### src/rtl/z80_int_pkg.sv
// Shared types and constants for the Z80 interrupt-control unit.
// Holds the FSM state enum, vector PCs, IM encodings and a mode helper.
package z80_int_pkg;

    typedef enum logic [1:0] {
        RUN     = 2'd0,
        EI_WAIT = 2'd1,
        REQ     = 2'd2
    } int_state_e;

    localparam logic [15:0] NMI_VEC   = 16'h0066;
    localparam logic [15:0] RST38_VEC = 16'h0038;

    localparam logic [1:0] IM_0 = 2'd0;
    localparam logic [1:0] IM_1 = 2'd1;
    localparam logic [1:0] IM_2 = 2'd2;

    // Mode 3 does not exist on the Z80; it behaves as IM0.
    function automatic logic [1:0] im_norm(input logic [1:0] d);
        return (d == 2'd3) ? IM_0 : d;
    endfunction

endpackage

### src/rtl/int_sync2.sv
// Input sampler for one active-low interrupt line.
// Ports: clk, rst_n (sync, active low), i_d (raw line),
//        o_q (sampled value), o_prev (o_q one cycle earlier).
// Macro INT_SYNC_EN: insert a 2-flop synchronizer before the sampler.
module int_sync2 (
    input  logic clk,
    input  logic rst_n,
    input  logic i_d,
    output logic o_q,
    output logic o_prev
);

    logic w_d;
    logic r_q;
    logic r_prev;

`ifdef INT_SYNC_EN
    logic r_meta;
    logic r_sync;

    always_ff @(posedge clk) begin
        if (!rst_n) begin
            r_meta <= 1'b1;
            r_sync <= 1'b1;
        end else begin
            r_meta <= i_d;
            r_sync <= r_meta;
        end
    end

    assign w_d = r_sync;
`else
    assign w_d = i_d;
`endif

    // Lines idle high, so reset to 1 to avoid a spurious edge.
    always_ff @(posedge clk) begin
        if (!rst_n) begin
            r_q    <= 1'b1;
            r_prev <= 1'b1;
        end else begin
            r_q    <= w_d;
            r_prev <= r_q;
        end
    end

    assign o_q    = r_q;
    assign o_prev = r_prev;

endmodule

### src/rtl/z80_int_ctrl.sv
// Z80 interrupt control: IFF1/IFF2, IM, NMI/INT detect, fetch handshake.
// In: clk, rst_n, nmi_n, int_n, ei, di, retn, im_wr, im_data[1:0],
//     instr_retire, i_reg[7:0], vec_data[7:0], int_ack.
// Out: int_req, int_is_nmi, int_vector[15:0], IFF1, IFF2, im[1:0].
// Macro INT_SYNC_EN: adds 2-flop synchronizers on nmi_n and int_n.
module z80_int_ctrl
    import z80_int_pkg::*;
(
    input  logic        clk,
    input  logic        rst_n,
    input  logic        nmi_n,
    input  logic        int_n,
    input  logic        ei,
    input  logic        di,
    input  logic        retn,
    input  logic        im_wr,
    input  logic [1:0]  im_data,
    input  logic        instr_retire,
    input  logic [7:0]  i_reg,
    input  logic [7:0]  vec_data,
    input  logic        int_ack,
    output logic        int_req,
    output logic        int_is_nmi,
    output logic [15:0] int_vector,
    output logic        IFF1,
    output logic        IFF2,
    output logic [1:0]  im
);

    int_state_e  r_state;
    int_state_e  w_state_nx;
    logic        r_iff1, w_iff1_nx;
    logic        r_iff2, w_iff2_nx;
    logic [1:0]  r_im, w_im_nx;
    logic        r_req, w_req_nx;
    logic        r_is_nmi, w_is_nmi_nx;
    logic [15:0] r_vec, w_vec_nx;
    logic        r_nmi_pend, w_pend_nx;

    logic w_nmi_q, w_nmi_prev;
    logic w_int_q, w_int_prev;
    logic w_nmi_fall;
    logic w_int_lvl;
    logic w_ack;
    logic w_take_nmi;
    logic w_take_int;
    logic [15:0] w_im2_vec;

    int_sync2 u_nmi_sync (
        .clk    (clk),
        .rst_n  (rst_n),
        .i_d    (nmi_n),
        .o_q    (w_nmi_q),
        .o_prev (w_nmi_prev)
    );

    int_sync2 u_int_sync (
        .clk    (clk),
        .rst_n  (rst_n),
        .i_d    (int_n),
        .o_q    (w_int_q),
        .o_prev (w_int_prev)
    );

    assign w_nmi_fall = w_nmi_prev & ~w_nmi_q;
    // INT must be seen low on two samples so both paths share one latency.
    assign w_int_lvl  = ~w_int_q & ~w_int_prev;

    assign w_ack      = (r_state == REQ) & int_ack;
    assign w_take_nmi = r_nmi_pend & (r_state != REQ);
    // An ei/di retiring this cycle changes IFF1; do not race it.
    assign w_take_int = ~r_nmi_pend & w_int_lvl & r_iff1
                      & (r_state == RUN) & ~ei & ~di;

    // IM2 table entry is always even: bit 0 of the device byte is dropped.
    assign w_im2_vec  = {i_reg, vec_data} & 16'hFFFE;

    always_comb begin
        w_state_nx  = r_state;
        w_iff1_nx   = r_iff1;
        w_iff2_nx   = r_iff2;
        w_im_nx     = r_im;
        w_req_nx    = r_req;
        w_is_nmi_nx = r_is_nmi;
        w_vec_nx    = r_vec;
        w_pend_nx   = r_nmi_pend | w_nmi_fall;

        unique case (r_state)
            RUN: begin
                if (w_take_nmi || w_take_int) begin
                    w_state_nx = REQ;
                end else if (ei) begin
                    w_state_nx = EI_WAIT;
                end
            end
            EI_WAIT: begin
                if (w_take_nmi) begin
                    w_state_nx = REQ;
                end else if (instr_retire && !ei) begin
                    w_state_nx = RUN;
                end
            end
            REQ: begin
                if (int_ack) begin
                    w_state_nx = RUN;
                end
            end
            default: w_state_nx = RUN;
        endcase

        if (w_take_nmi || w_take_int) begin
            w_req_nx    = 1'b1;
            w_is_nmi_nx = w_take_nmi;
            if (w_take_nmi) begin
                w_vec_nx = NMI_VEC;
            end else if (r_im == IM_2) begin
                w_vec_nx = w_im2_vec;
            end else begin
                w_vec_nx = RST38_VEC;
            end
        end

        // Retire pulses sharing the ack cycle belong to flushed instructions.
        if (w_ack) begin
            w_req_nx    = 1'b0;
            w_is_nmi_nx = 1'b0;
            if (r_is_nmi) begin
                w_iff2_nx = r_iff1;
                w_iff1_nx = 1'b0;
                w_pend_nx = 1'b0;
            end else begin
                w_iff1_nx = 1'b0;
                w_iff2_nx = 1'b0;
            end
        end else begin
            if (di) begin
                w_iff1_nx = 1'b0;
                w_iff2_nx = 1'b0;
            end else if (ei) begin
                w_iff1_nx = 1'b1;
                w_iff2_nx = 1'b1;
            end else if (retn) begin
                w_iff1_nx = r_iff2;
            end
            if (im_wr) begin
                w_im_nx = im_norm(im_data);
            end
        end
    end

    always_ff @(posedge clk) begin
        if (!rst_n) begin
            r_state    <= RUN;
            r_iff1     <= 1'b0;
            r_iff2     <= 1'b0;
            r_im       <= IM_0;
            r_req      <= 1'b0;
            r_is_nmi   <= 1'b0;
            r_vec      <= 16'h0000;
            r_nmi_pend <= 1'b0;
        end else begin
            r_state    <= w_state_nx;
            r_iff1     <= w_iff1_nx;
            r_iff2     <= w_iff2_nx;
            r_im       <= w_im_nx;
            r_req      <= w_req_nx;
            r_is_nmi   <= w_is_nmi_nx;
            r_vec      <= w_vec_nx;
            r_nmi_pend <= w_pend_nx;
        end
    end

    assign int_req    = r_req;
    assign int_is_nmi = r_is_nmi;
    assign int_vector = r_vec;
    assign IFF1       = r_iff1;
    assign IFF2       = r_iff2;
    assign im         = r_im;

endmodule

### config.mk
export PLATFORM = sky130hd
export DESIGN_NAME = z80_int_ctrl
export DESIGN_NICKNAME = d
export VERILOG_FILES = /design/src/rtl/z80_int_pkg.sv /design/src/rtl/int_sync2.sv /design/src/rtl/z80_int_ctrl.sv
export SDC_FILE = /design/constraint.sdc
export NUM_CORES = 1
export LEC_CHECK = 0
export CAP_MARGIN = 40
export CORE_MARGIN = 8
export CORE_UTILIZATION = 41
export CTS_CLUSTER_SIZE = 24
export DETAILED_ROUTE_END_ITERATION = 8
export PLACE_DENSITY = 0.78
export RECOVER_POWER = 100
export SLEW_MARGIN = 20
export SYNTH_ARGS = -nofsm -noshare
export SYNTH_HDL_FRONTEND = slang
export SYNTH_SLANG_ARGS = --single-unit
### constraint.sdc
create_clock -name clk -period 1.95 [get_ports clk]
set_clock_uncertainty 0.2 [all_clocks]
set_input_delay 0.39 -clock clk [delete_from_list [all_inputs] [get_ports clk]]
set_output_delay 0.39 -clock clk [all_outputs]
set_load 0.02 [all_outputs]
### Word-level counts from Yosys, hierarchy flattened

Cells that the tools add are included.

| word-level totals | value |
|---|---|
| register bits | 29 |
| bits of input ports | 28 |
| output and inout bits | 22 |

| operators by class | value |
|---|---|
| equality and inequality tests | 8 |
| muxes and demuxes | 17 |
| bitwise operators | 18 |
| reductions and logical operators | 10 |

Operators with widths:

| operator | count |
|---|---|
| two-way mux 16 bit | 2 |
| two-way mux 2 bit | 6 |
| bitwise AND 1 bit | 9 |
| two-way mux 1 bit | 8 |
| inverter 1 bit | 8 |
| == test 2 bit, second input constant | 3 |
| one-hot mux 2 bit (3 select lines) | 1 |
| != test 2 bit, second input constant | 2 |
| != test 3 x 2 -> 1 bit, second input constant | 1 |
| != test 3 bit, second input constant | 1 |
| AND reduction 3 bit | 1 |
| nonzero test 3 bit | 1 |
| OR reduction 3 bit | 1 |
| == test 2 x 1 -> 1 bit, second input constant | 1 |
| zero test 2 bit | 1 |
| AND reduction 2 bit | 1 |
| nonzero test 2 bit | 1 |
| OR reduction 2 bit | 1 |
| logical AND 1 bit | 1 |
| zero test 1 bit | 1 |
| logical OR 1 bit | 1 |
| OR 1 bit | 1 |

### Longest topological paths before layout

Gate-level depths: netlist of the first run.

| depth | value |
|---|---|
| depth in word-level cells | 10 |
| mapped depth | 5 |
| gate-level depth less buffers | 3 |

### Hierarchy

From an unflattened synthesis of the first run, not the netlist that was laid out.

| unflattened totals | value |
|---|---|
| cells, all modules | 121 |
| area, all modules | 1,147.4 µm² |

By module, submodules not included:

| module | times used | cells each | area an instance (µm²) |
|---|---|---|---|
| z80_int_ctrl | 1 | 113 | 1,042.2 |
| int_sync2 | 2 | 4 | 52.6 |

### Worst setup path before layout of the first run

Ideal clock, no wire load.

| path | value |
|---|---|
| path kind | register to register |
| from | register r_iff1, in the netlist IFF1 |
| to | register r_vec[1], in the netlist int_vector[1] |
| setup time | 122 ps |
| data arrival time | 1,406 ps |
| required time | 1,628 ps |
| slack | 222 ps |
| stages on the path, launching flop included | 5 |
| buffers on the path | 1 |
| period minus slack after synthesis | 1,728 ps |
| path through | dfxtp_1 -> or4b_4 -> buf_6 -> a211o_1 -> o311a_1 |

| on the way | value |
|---|---|
| cells in the longest elaborated chain, start to end | 5 |

Ends and longest elaborated chain:

| element | line | text |
|---|---|---|
| from (decl) | z80_int_ctrl.sv:32 | `logic r_iff1, w_iff1_nx;` |
| from (signal assigned) | z80_int_ctrl.sv:163 | `r_iff1 <= w_iff1_nx;` |
| bitwise AND 1 bit | z80_int_ctrl.sv:72 | `assign w_take_int = ~r_nmi_pend & w_int_lvl & r_iff1` |
| bitwise AND 1 bit (3 in a row) | z80_int_ctrl.sv:73 | `& (r_state == RUN) & ~ei & ~di;` |
| logical OR 1 bit | z80_int_ctrl.sv:111 | `if (w_take_nmi \|\| w_take_int) begin` |
| to (signal assigned) | z80_int_ctrl.sv:168 | `r_vec <= w_vec_nx;` |
| to (decl) | z80_int_ctrl.sv:37 | `logic [15:0] r_vec, w_vec_nx;` |

No other way between the ends.
A chain may end at the register's enable or synchronous reset.

### Worst setup path after layout of the first run

| path | value |
|---|---|
| from | input port di |
| to | register r_vec[10], in the netlist int_vector[10] |

| on the way | value |
|---|---|
| cells in the longest elaborated chain, start to end | 3 |

Ends and longest elaborated chain:

| element | line | text |
|---|---|---|
| from (decl) | z80_int_ctrl.sv:14 | `input logic di,` |
| inverter 1 bit | z80_int_ctrl.sv:73 |  |
| bitwise AND 1 bit | z80_int_ctrl.sv:73 |  |
| logical OR 1 bit | z80_int_ctrl.sv:111 |  |

No other way between the ends.

==> results of run 1 <==
[cell usage in the layout (no fill, tap or decap), types with 2 or more instances in the layout]
master and n:
clkdlybuf4s50_1 41, dfxtp_1 28, a21oi_1 14, nand4_1 9, o21ai_0 8, buf_4 8
nand2b_1 5, o21ai_1 5, o311a_1 5, inv_1 4, clkbuf_1 4, nand4b_1 3
a21boi_0 3, nor2b_1 3, a211o_1 3, clkbuf_4 3, nor4_2 2, a311oi_1 2
nor2_1 2, nand2_1 2, dlygate4sd2_1 2
[cells in the mapped netlist, types with 2 or more instances]
cell type	n	area, µm²
nor2b_1	3	18.8
buf_2	3	15.0
a21oi_1	14	70.1
nand4_1	9	56.3
nor2_1	2	7.51
dfxtp_1	28	561
a211o_1	3	26.3
o21ai_1	10	50.1
inv_1	4	15.0
o21ai_0	3	15.0
o311a_1	5	50.1
a21boi_0	3	22.5
nand2_1	2	7.51
nor4b_1	2	17.5
nand4b_1	3	26.3
nand2b_1	5	31.3
buf_6	2	22.5
clkbuf_1	3	11.3
a311oi_1	2	17.5
[final timing paths]
path	end	slack, ps
setup / recovery	int_vector[10]	30
hold / removal	u_nmi_sync.o_prev	280
setup reg to reg	int_vector[10]	190
hold reg to reg	u_nmi_sync.o_prev	280
[what timing repair did]
action | in CTS | in global routing
gates cloned | 0 | 0
endpoints found under the setup margin | 2 | 3
gates resized for setup | 2 | 3
[layer usage]
layer  vias up  GRT usage  part of all wire
met5         -          0                 0
met4         0     0.0357            0.0033
met3         2     0.0315             0.041
met2        27      0.237              0.54
met1       549      0.150              0.41
li1        560          -                 -
[layout make-up]
cell class	instances	area, µm²	area share
inverter	4	15.0	0.00881
tap	31	38.8	0.0228
sequential	28	561	0.329
clock buffer	3	22.5	0.0132
timing repair buffer	56	513	0.301
multi-input combinational	82	554	0.325
[power by group]
| group | leakage, nW | switching [mW] | internal (mW) |
|---|---|---|---|
| Clock | 0.0138 | 0.161 | 0.0724 |
| Sequential | 0.229 | 0.0185 | 0.594 |
| Combinational | 0.373 | 0.0768 | 0.0966 |
[logic make-up after synthesis]
family	synth area share
simple gates	0.228
other cells	0.00317
compound gates	0.235
flops	0.474
buf+inv	0.0603
[worst reg2reg max path: cells and delay by family (launching register included)]
family	cells	cell delay, ps
and+or+nand+nor	1	600
DFF	1	400
buffers and inverters	1	200
AOI/OAI and AO/OA	2	270
[metrics by stage]
stage	setup TNS, ps	area [µm²]
2_1_floorplan	0	1180
3_3_place_gp	-2720	1720
3_5_place_dp	-3200	1720
4_1_cts	0	1740
5_1_grt	0	1700
6_report	0	1700
==> impl_metrics.py, run 1 <==
metrics = {
    "status": {
        "status": "complete, no violations",
    },
    "floorplan": {
        "rows": 19,
        "core_area_um2": 2760,
        "num_io_pins": 50,
        "die_h_um": 69.7,
        "start_util": 0.429,
        "die_x_um": 69.7,
        "dieArea_um2": 4860,
    },
    "route": {
        "antenna_left": 0,
        "first_iter_violations": 71,
        "postRouteWirelength_mm": 3.38,
        "vias": 1138,
        "drc": 0,
        "viasPerCell": 5.58,
        "wire_per_inst_um": 16.6,
        "first_pass_iters": 4,
    },
    "logic_synthesis": {
        "ys_seq_area_frac": 0.474,
        "ys_ff_latch": 28,
        "synthesis.nets": 151,
        "avgSynthCellArea_um2": 9.61,
        "synth.distinct_cells": 36,
        "synth_area_um2": 1180,
        "ys_async_sr_fraction": 0,
        "syn_inst": 123,
        "synth_edf_count": 0,
        "yosys_warnings": 0,
        "synth-main-ff-cell": "dfxtp_1",
    },
    "power_and_ir_drop": {
        "ir_worst_vdd_mv": 0.438,
        "p_per_area_nw_per_um2": 599,
        "p_leak_nw": 0.615,
        "finalPower_mw": 1.02,
    },
    "critical_path": {
        "worst_setup_path_end_kind": "flip-flop",
        "worstPathMaxFanout": 10,
        "slowest_delay_ps": 640,
        "worstPathArrival_ps": 1940,
        "crit_cells": 5,
        "crit_buf_inv": 2,
        "path_class": "input port to flip-flop",
        "crit_chain": "clkdlybuf4s50_1 -> or4_1 -> buf_4 -> o21ai_0 -> a21oi_1",
        "crit_path_top_delay_cell": "or4_1",
        "critPathLaunch": "di",
        "ff2ff_path_depth": 4,
        "critPathTopFamily": "buffers and inverters",
        "required_ps": 1970,
        "cp-start-kind": "input port",
        "reg2reg_from": "r_state[1]",
    },
    "global_routing": {
        "grt_max_degree": 17,
        "grt_pass1_wl_mm": 5.53,
        "antenna_found_initial": 0,
        "grt_pass1_vias": 1182,
        "grt_usage": 0.132,
        "grt-ovfl-total": 0,
    },
    "clocking": {
        "insertion_delay_ps": 320,
        "cts_tree": "built",
        "cts_buffer_depth": 2,
        "postCtsSetupRepairBufs": 0,
        "cts-root-buf": "clkbuf_4",
        "cts-buffers-inserted": 3,
        "path_clk_slew_ps": 140,
        "cts_sinks": 28,
        "ctsHoldBuffers": 0,
        "cts_htree_levels": 1,
    },
    "final_layout": {
        "antenna_cells": 0,
        "drive_above_1_share": 0.110,
        "area_growth_pct": 44.1,
        "fin_util": 0.618,
        "fin_cells": 204,
        "fillCellCount": 248,
        "nets": 203,
        "largest_reg_flops": 15,
    },
    "placed_design": {
        "post-place-ws_ps": -217,
        "io_buffers": 47,
        "place_congestion": 0.735,
        "dp_hpwl_mm": 2.60,
        "dp_cells": 201,
    },
    "worst_hold_path": {
        "hold_class": "flip-flop to flip-flop",
        "min_from": "u_nmi_sync.o_q",
        "whs_path_depth": 1,
    },
    "timing": {
        "period_share": 0.985,
        "hold_slack_ps": 276,
        "slew_violations": 0,
        "setup_viol": 0,
        "rsz0062_at_grt": "false",
        "final.min_clock_period_ps": 1920,
        "worst_pin_slew_ps": 642,
        "setup_slack_ps": 29.7,
        "max-slew-margin-rel": 0.572,
        "max_freq_ghz": 0.521,
        "hold_viol_final": 0,
    },
    "run": {
        "cap_viol_max_count": 0,
    },
}
Note: power is estimated with default switching activity, not from simulation.
==> inputs of run 2 (changes only) <==
--- a/config.mk
+++ b/config.mk
@@ -5,12 +5,13 @@
 export SDC_FILE = /design/constraint.sdc
 export NUM_CORES = 1
 export LEC_CHECK = 0
+export ABC_AREA = 1
 export CAP_MARGIN = 40
 export CORE_MARGIN = 8
-export CORE_UTILIZATION = 41
+export CORE_UTILIZATION = 44
 export CTS_CLUSTER_SIZE = 24
 export DETAILED_ROUTE_END_ITERATION = 8
-export PLACE_DENSITY = 0.78
+export PLACE_DENSITY = 0.83
 export RECOVER_POWER = 100
 export SLEW_MARGIN = 20
 export SYNTH_ARGS = -nofsm -noshare
==> constraint.sdc (replaced) <==
create_clock -name clk -period 2.25 [get_ports clk]
set_clock_uncertainty 0.2 [all_clocks]
set_input_delay 0.45 -clock clk [delete_from_list [all_inputs] [get_ports clk]]
set_output_delay 0.45 -clock clk [all_outputs]
set_load 0.02 [all_outputs]
==> run 2 against run 1 <==
  * Combinational power barely moved
  * Sequential share of layout area rose by 0.27 points
  * Total power fell by 6.9%
  * First-iteration DRC count fell by 39%
  * Critical path type is now flip-flop to primary output
  * Critical endpoint is now IFF1
  * Largest cell class unchanged
  * Largest power group unchanged
==> impl_metrics.py, run 2 <==
metrics = {
    "logic_synthesis": {
        "ys_ff_latch": 28,
        "yosys_warnings": 0,
        "synth_edf_count": 0,
        "synth_area_um2": 1180,
        "synth_top_area_frac": 0.475,
        "ys_async_sr_fraction": 0,
        "synth_most_common_cell": "nand2_1",
        "avgSynthCellArea_um2": 7.56,
        "yosys.area.top_type": "dfxtp_1",
        "synthesis.nets": 184,
        "synth.distinct_cells": 23,
        "synth-main-ff-cell": "dfxtp_1",
        "synth_area_leaders": "dfxtp_1, nand2_1, a21oi_1, nand3_1, nor2_1",
        "syn_inst": 156,
        "ys_seq_area_frac": 0.475,
        "yosys-top-cells-count": "nand2_1, dfxtp_1, a21oi_1, nor2_1",
    },
    "critical_path": {
        "slowest_delay_ps": 700,
        "critPathTopFamily": "buffers and inverters",
        "crit_buf_inv": 1,
        "crit_chain": "dlygate4sd3_1",
        "rrSetupSlack_ps": 540,
        "worst_setup_path_end_kind": "primary output",
        "reg2reg_from": "IFF1",
        "crit_path_top_delay_cell": "dlygate4sd3_1",
        "required_ps": 1600,
        "rr_endpoint": "int_vector[3]",
        "ff2ff_path_depth": 7,
        "path_class": "flip-flop to primary output",
        "crit_cells": 1,
        "worstPathArrival_ps": 1440,
        "cp-start-kind": "flip-flop",
        "worstPathMaxFanout": 5,
    },
    "clocking": {
        "cts_htree_levels": 1,
        "cts_buffer_depth": 2,
        "cts_resized": 0,
        "cts_tree": "built",
        "postCtsSetupRepairBufs": 0,
        "insertion_delay_ps": 320,
        "cts-root-buf": "clkbuf_4",
        "ctsHoldBuffers": 0,
        "cts-buffers-inserted": 3,
        "path_clk_slew_ps": 140,
        "cts_sinks": 28,
    },
    "global_routing": {
        "antenna_found_initial": 0,
        "grt_pass1_wl_mm": 5.02,
        "grt_usage": 0.137,
        "grt_pass1_vias": 1164,
        "grt_max_degree": 19,
        "grt-ovfl-total": 0,
    },
    "floorplan": {
        "start_util": 0.472,
        "num_io_pins": 50,
        "die_h_um": 67.8,
        "core_area_um2": 2500,
        "dieArea_um2": 4590,
        "die_x_um": 67.8,
        "rows": 18,
    },
    "placed_design": {
        "place_congestion": 0.839,
        "dp_hpwl_mm": 2.45,
        "io_buffers": 47,
    },
    "status": {
        "status": "complete, no violations",
    },
    "power_and_ir_drop": {
        "ir_worst_vdd_mv": 0.466,
        "finalPower_uw": 949,
        "p_per_area_nw_per_um2": 562,
        "p_leak_nw": 0.754,
    },
    "route": {
        "vias": 1168,
        "wire_per_inst_um": 13.3,
        "first_pass_iters": 3,
        "postRouteWirelength_mm": 3.13,
        "first_iter_violations": 43,
        "viasPerCell": 4.97,
        "antenna_left": 0,
        "drc": 0,
    },
    "worst_hold_path": {
        "hold-path-endpoint": "u_nmi_sync.o_prev",
        "whs_path_depth": 1,
        "hold_class": "flip-flop to flip-flop",
        "min_from": "u_nmi_sync.o_q",
    },
    "timing": {
        "slew_violations": 0,
        "final.min_clock_period_ps": 2090,
        "hold_viol_final": 0,
        "setup_viol": 0,
        "tns_ps": 0,
        "period_share": 0.929,
        "rsz0062_at_grt": "false",
        "max_freq_ghz": 0.479,
    },
    "final_layout": {
        "nets": 234,
        "area_growth_pct": 43.3,
        "drive_above_1_share": 0.0878,
        "antenna_cells": 0,
        "largest_reg_flops": 15,
        "layout_common_cells": "nand2_1, dfxtp_1, clkdlybuf4s50_1, dlygate4sd3_1, a21oi_1",
        "fillCellCount": 229,
        "final_common_cell": "nand2_1",
    },
    "run": {
        "cap_viol_max_count": 0,
    },
}
==> run 2: cell types whose count changed in the layout (fill, tap and decap cells not counted), moves of 5 or more <==
cell	change
nand2b_1	-5
nor2_1	+12
clkdlybuf4s50_1	-17
o311a_1	-5
inv_1	+10
nand3_1	+11
nand2_1	+37
a21oi_1	+5
nand4_1	-8
dlygate4sd3_1	+22
buf_4	-7
==> run 2: worst max-delay path by stage <==
stage | from | end
floorplan | IFF1 | int_vector[3]
global placement | di | int_vector[3]
global route | di | int_vector[4]
detailed placement | di | int_vector[3]
finish | IFF1 | IFF1
CTS | im[1] | im[1]
==> run 2: logic make-up (layout without fill, tap and decap cells) <==
logic type / count (synthesis) / after routing / synth area share
and+or+nand+nor: 77 / 77 / 0.317
other: 1 / 1 / 0.00318
AOI/OAI and AO/OA: 28 / 28 / 0.125
buffers and inverters: 22 / 71 / 0.0795
DFF: 28 / 28 / 0.475
==> run 2: cell type report <==
class	instances	area [µm²]	share of cell area
multi-input cells	106	507	0.300
repair buffers	48	478	0.283
well taps	30	37.5	0.0222
inverters	19	71.3	0.0422
clock buffers	4	36.3	0.0215
flip-flops and latches	28	561	0.332
==> run 2: per-layer routing <==
layer,GRT usage,up-vias,share of wire
met4,0.0512,0,0.0099
li1,-,593,-
met2,0.247,28,0.50
met1,0.148,545,0.42
met3,0.0397,2,0.072
met5,0,-,0
==> run 2: stage by stage <==
| stage | instance area [µm²] | hold slack (ps) | util | std cells | setup slack [ps] |
|---|---|---|---|---|---|
| CTS | 1710 | 257 | 0.684 | 235 | 173 |
| global placement | 1670 | 223 | 0.669 | 231 | 225 |
| finish | 1690 | 255 | 0.676 | 235 | 161 |
| floorplan | 1180 | 211 | - | 156 | 788 |
| global route | 1690 | 280 | 0.676 | 235 | 58.1 |
| detailed placement | 1670 | 224 | 0.669 | 231 | 202 |
==> run 2: report_power, final <==
| part | total, mW | leakage (nW) | switching (mW) | internal (mW) |
|---|---|---|---|---|
| Sequential | 0.533 | 0.229 | 0.0163 | 0.517 |
| Combinational | 0.176 | 0.505 | 0.0913 | 0.0849 |
| Clock | 0.240 | 0.0210 | 0.141 | 0.0989 |
==> inputs of run 3 (changes only) <==
--- a/config.mk
+++ b/config.mk
@@ -5,13 +5,13 @@
 export SDC_FILE = /design/constraint.sdc
 export NUM_CORES = 1
 export LEC_CHECK = 0
-export ABC_AREA = 1
+export ABC_AREA = 0
 export CAP_MARGIN = 40
 export CORE_MARGIN = 8
-export CORE_UTILIZATION = 44
+export CORE_UTILIZATION = 45
 export CTS_CLUSTER_SIZE = 24
 export DETAILED_ROUTE_END_ITERATION = 8
-export PLACE_DENSITY = 0.83
+export PLACE_DENSITY = 0.84
 export RECOVER_POWER = 100
 export SLEW_MARGIN = 20
 export SYNTH_ARGS = -nofsm -noshare
==> run 3 against run 2 <==
  * Non-clock buffer count up 7
  * Clock power down 17%
  * Design area up 1.3%
  * Largest cell class unchanged
  * Highest routed layer unchanged
==> impl_metrics.py, run 3 (same netlist as run 1, synthesis figures left out) <==
metrics = {
    "final_layout": {
        "fillCellCount": 211,
        "drive_above_1_share": 0.0930,
        "area_growth_pct": 44.8,
        "largest_reg_flops": 15,
        "nets": 202,
        "antenna_cells": 0,
        "fin_area_um2": 1710,
        "final_common_cell": "dfxtp_1",
        "fin_cells": 202,
        "layout_common_cells": "dfxtp_1, clkdlybuf4s50_1, dlygate4sd3_1, a21oi_1, o21ai_0",
    },
    "clocking": {
        "ctsHoldBuffers": 0,
        "cts_sinks": 28,
        "cts_htree_levels": 1,
        "cts_tree": "built",
        "cts-buffers-inserted": 3,
        "postCtsSetupRepairBufs": 0,
        "cts_buffer_depth": 2,
        "cts-root-buf": "clkbuf_4",
        "cts_resized": 0,
        "path_clk_slew_ps": 140,
        "insertion_delay_ps": 320,
    },
    "worst_hold_path": {
        "min_from": "u_nmi_sync.o_q",
        "hold_class": "flip-flop to flip-flop",
    },
    "critical_path": {
        "worstPathMaxFanout": 10,
        "worstPathArrival_ps": 2150,
        "cp-start-kind": "input port",
        "required_ps": 2270,
        "crit_path_top_delay_cell": "or4_1",
        "crit_buf_inv": 2,
        "critPathTopFamily": "buffers and inverters",
        "crit_chain": "dlygate4sd3_1 -> or4_1 -> buf_4 -> o21ai_0 -> a21oi_1",
        "path_class": "input port to flip-flop",
        "worst_setup_path_end_kind": "flip-flop",
        "reg2reg_from": "r_nmi_pend",
        "critPathLaunch": "di",
        "slowest_delay_ps": 670,
    },
    "route": {
        "vias": 1139,
        "first_iter_violations": 79,
        "first_pass_iters": 4,
        "viasPerCell": 5.64,
        "antenna_left": 0,
        "drc": 0,
        "wire_per_inst_um": 16.2,
        "postRouteWirelength_mm": 3.28,
    },
    "placed_design": {
        "io_buffers": 47,
        "dp_cells": 199,
        "place_congestion": 0.749,
        "placed_cell_area_um2": 1700,
        "dp_hpwl_mm": 2.57,
    },
    "timing": {
        "slew_violations": 0,
        "hold_slack_ps": 271,
        "tns_ps": 0,
        "period_share": 0.949,
        "max-slew-margin-rel": 0.556,
        "hold_viol_final": 0,
        "worst_pin_slew_ps": 666,
        "max_freq_ghz": 0.469,
        "final.min_clock_period_ps": 2130,
        "setup_viol": 0,
        "rsz0062_at_grt": "false",
    },
    "global_routing": {
        "grt.busiest_layer": "met2",
        "grt_pass1_wl_mm": 5.11,
        "grt_use_met3": 0.0546,
        "grt_max_degree": 17,
        "grt_usage": 0.143,
        "grt_pass1_vias": 1130,
        "grt_util_met2": 0.252,
        "grtUsageMet1": 0.158,
        "grt-ovfl-total": 0,
        "antenna_found_initial": 0,
    },
    "run": {
        "cap_viol_max_count": 0,
    },
    "floorplan": {
        "die_x_um": 67.3,
        "die_h_um": 67.3,
        "dieArea_um2": 4520,
        "num_io_pins": 50,
        "core_area_um2": 2480,
        "start_util": 0.477,
        "rows": 18,
    },
    "power_and_ir_drop": {
        "ir_worst_vdd_mv": 0.468,
        "p_leak_nw": 0.673,
        "p_per_area_nw_per_um2": 512,
        "finalPower_uw": 876,
    },
    "status": {
        "status": "complete, no violations",
    },
}
## run 3: cell types whose count changed in the layout (fill, tap and decap cells not counted), moves of 8 or more
cell	previous run	this run
nand2_1	39	2
nor2_1	14	2
nand3_1	12	1
inv_1	14	4
nand4_1	1	9
## run 3: stage by stage
stage           util  setup slack [ps]
3_5_place_dp   0.686            -0.303
3_3_place_gp   0.686              46.3
6_report       0.691               116
4_1_cts        0.695               208
2_1_floorplan      -               522
5_1_grt        0.691              84.9
## run 3: final cells by class
type | count | area, µm² | area share
Sequential cell | 28 | 561 | 0.327
Multi-Input combinational cell | 82 | 553 | 0.323
Timing Repair Buffer | 55 | 523 | 0.306
Tap cell | 30 | 37.5 | 0.0219
Clock buffer | 3 | 22.5 | 0.0132
Inverter | 4 | 15.0 | 0.00877
## run 3: worst paths after layout
check	slack [ps]	endpoint	cells after the start
worst min register to register	270	u_nmi_sync.o_prev	1
worst max register to register	420	int_vector[15]	4
worst max-delay path	120	int_vector[15]	5
worst min-delay path	270	u_nmi_sync.o_prev	1
## run 3: where the power goes
group | leakage (nW) | internal (mW) | switching, mW | total (mW)
Sequential | 0.229 | 0.515 | 0.0159 | 0.531
Clock | 0.0138 | 0.0627 | 0.137 | 0.200
Combinational | 0.430 | 0.0819 | 0.0635 | 0.145
## run 3: metal layers
metal,routed length [µm],vias up
met1,1340,538
met3,195,4
li1,-,568
met2,1720,29
met5,0,-
met4,23,0
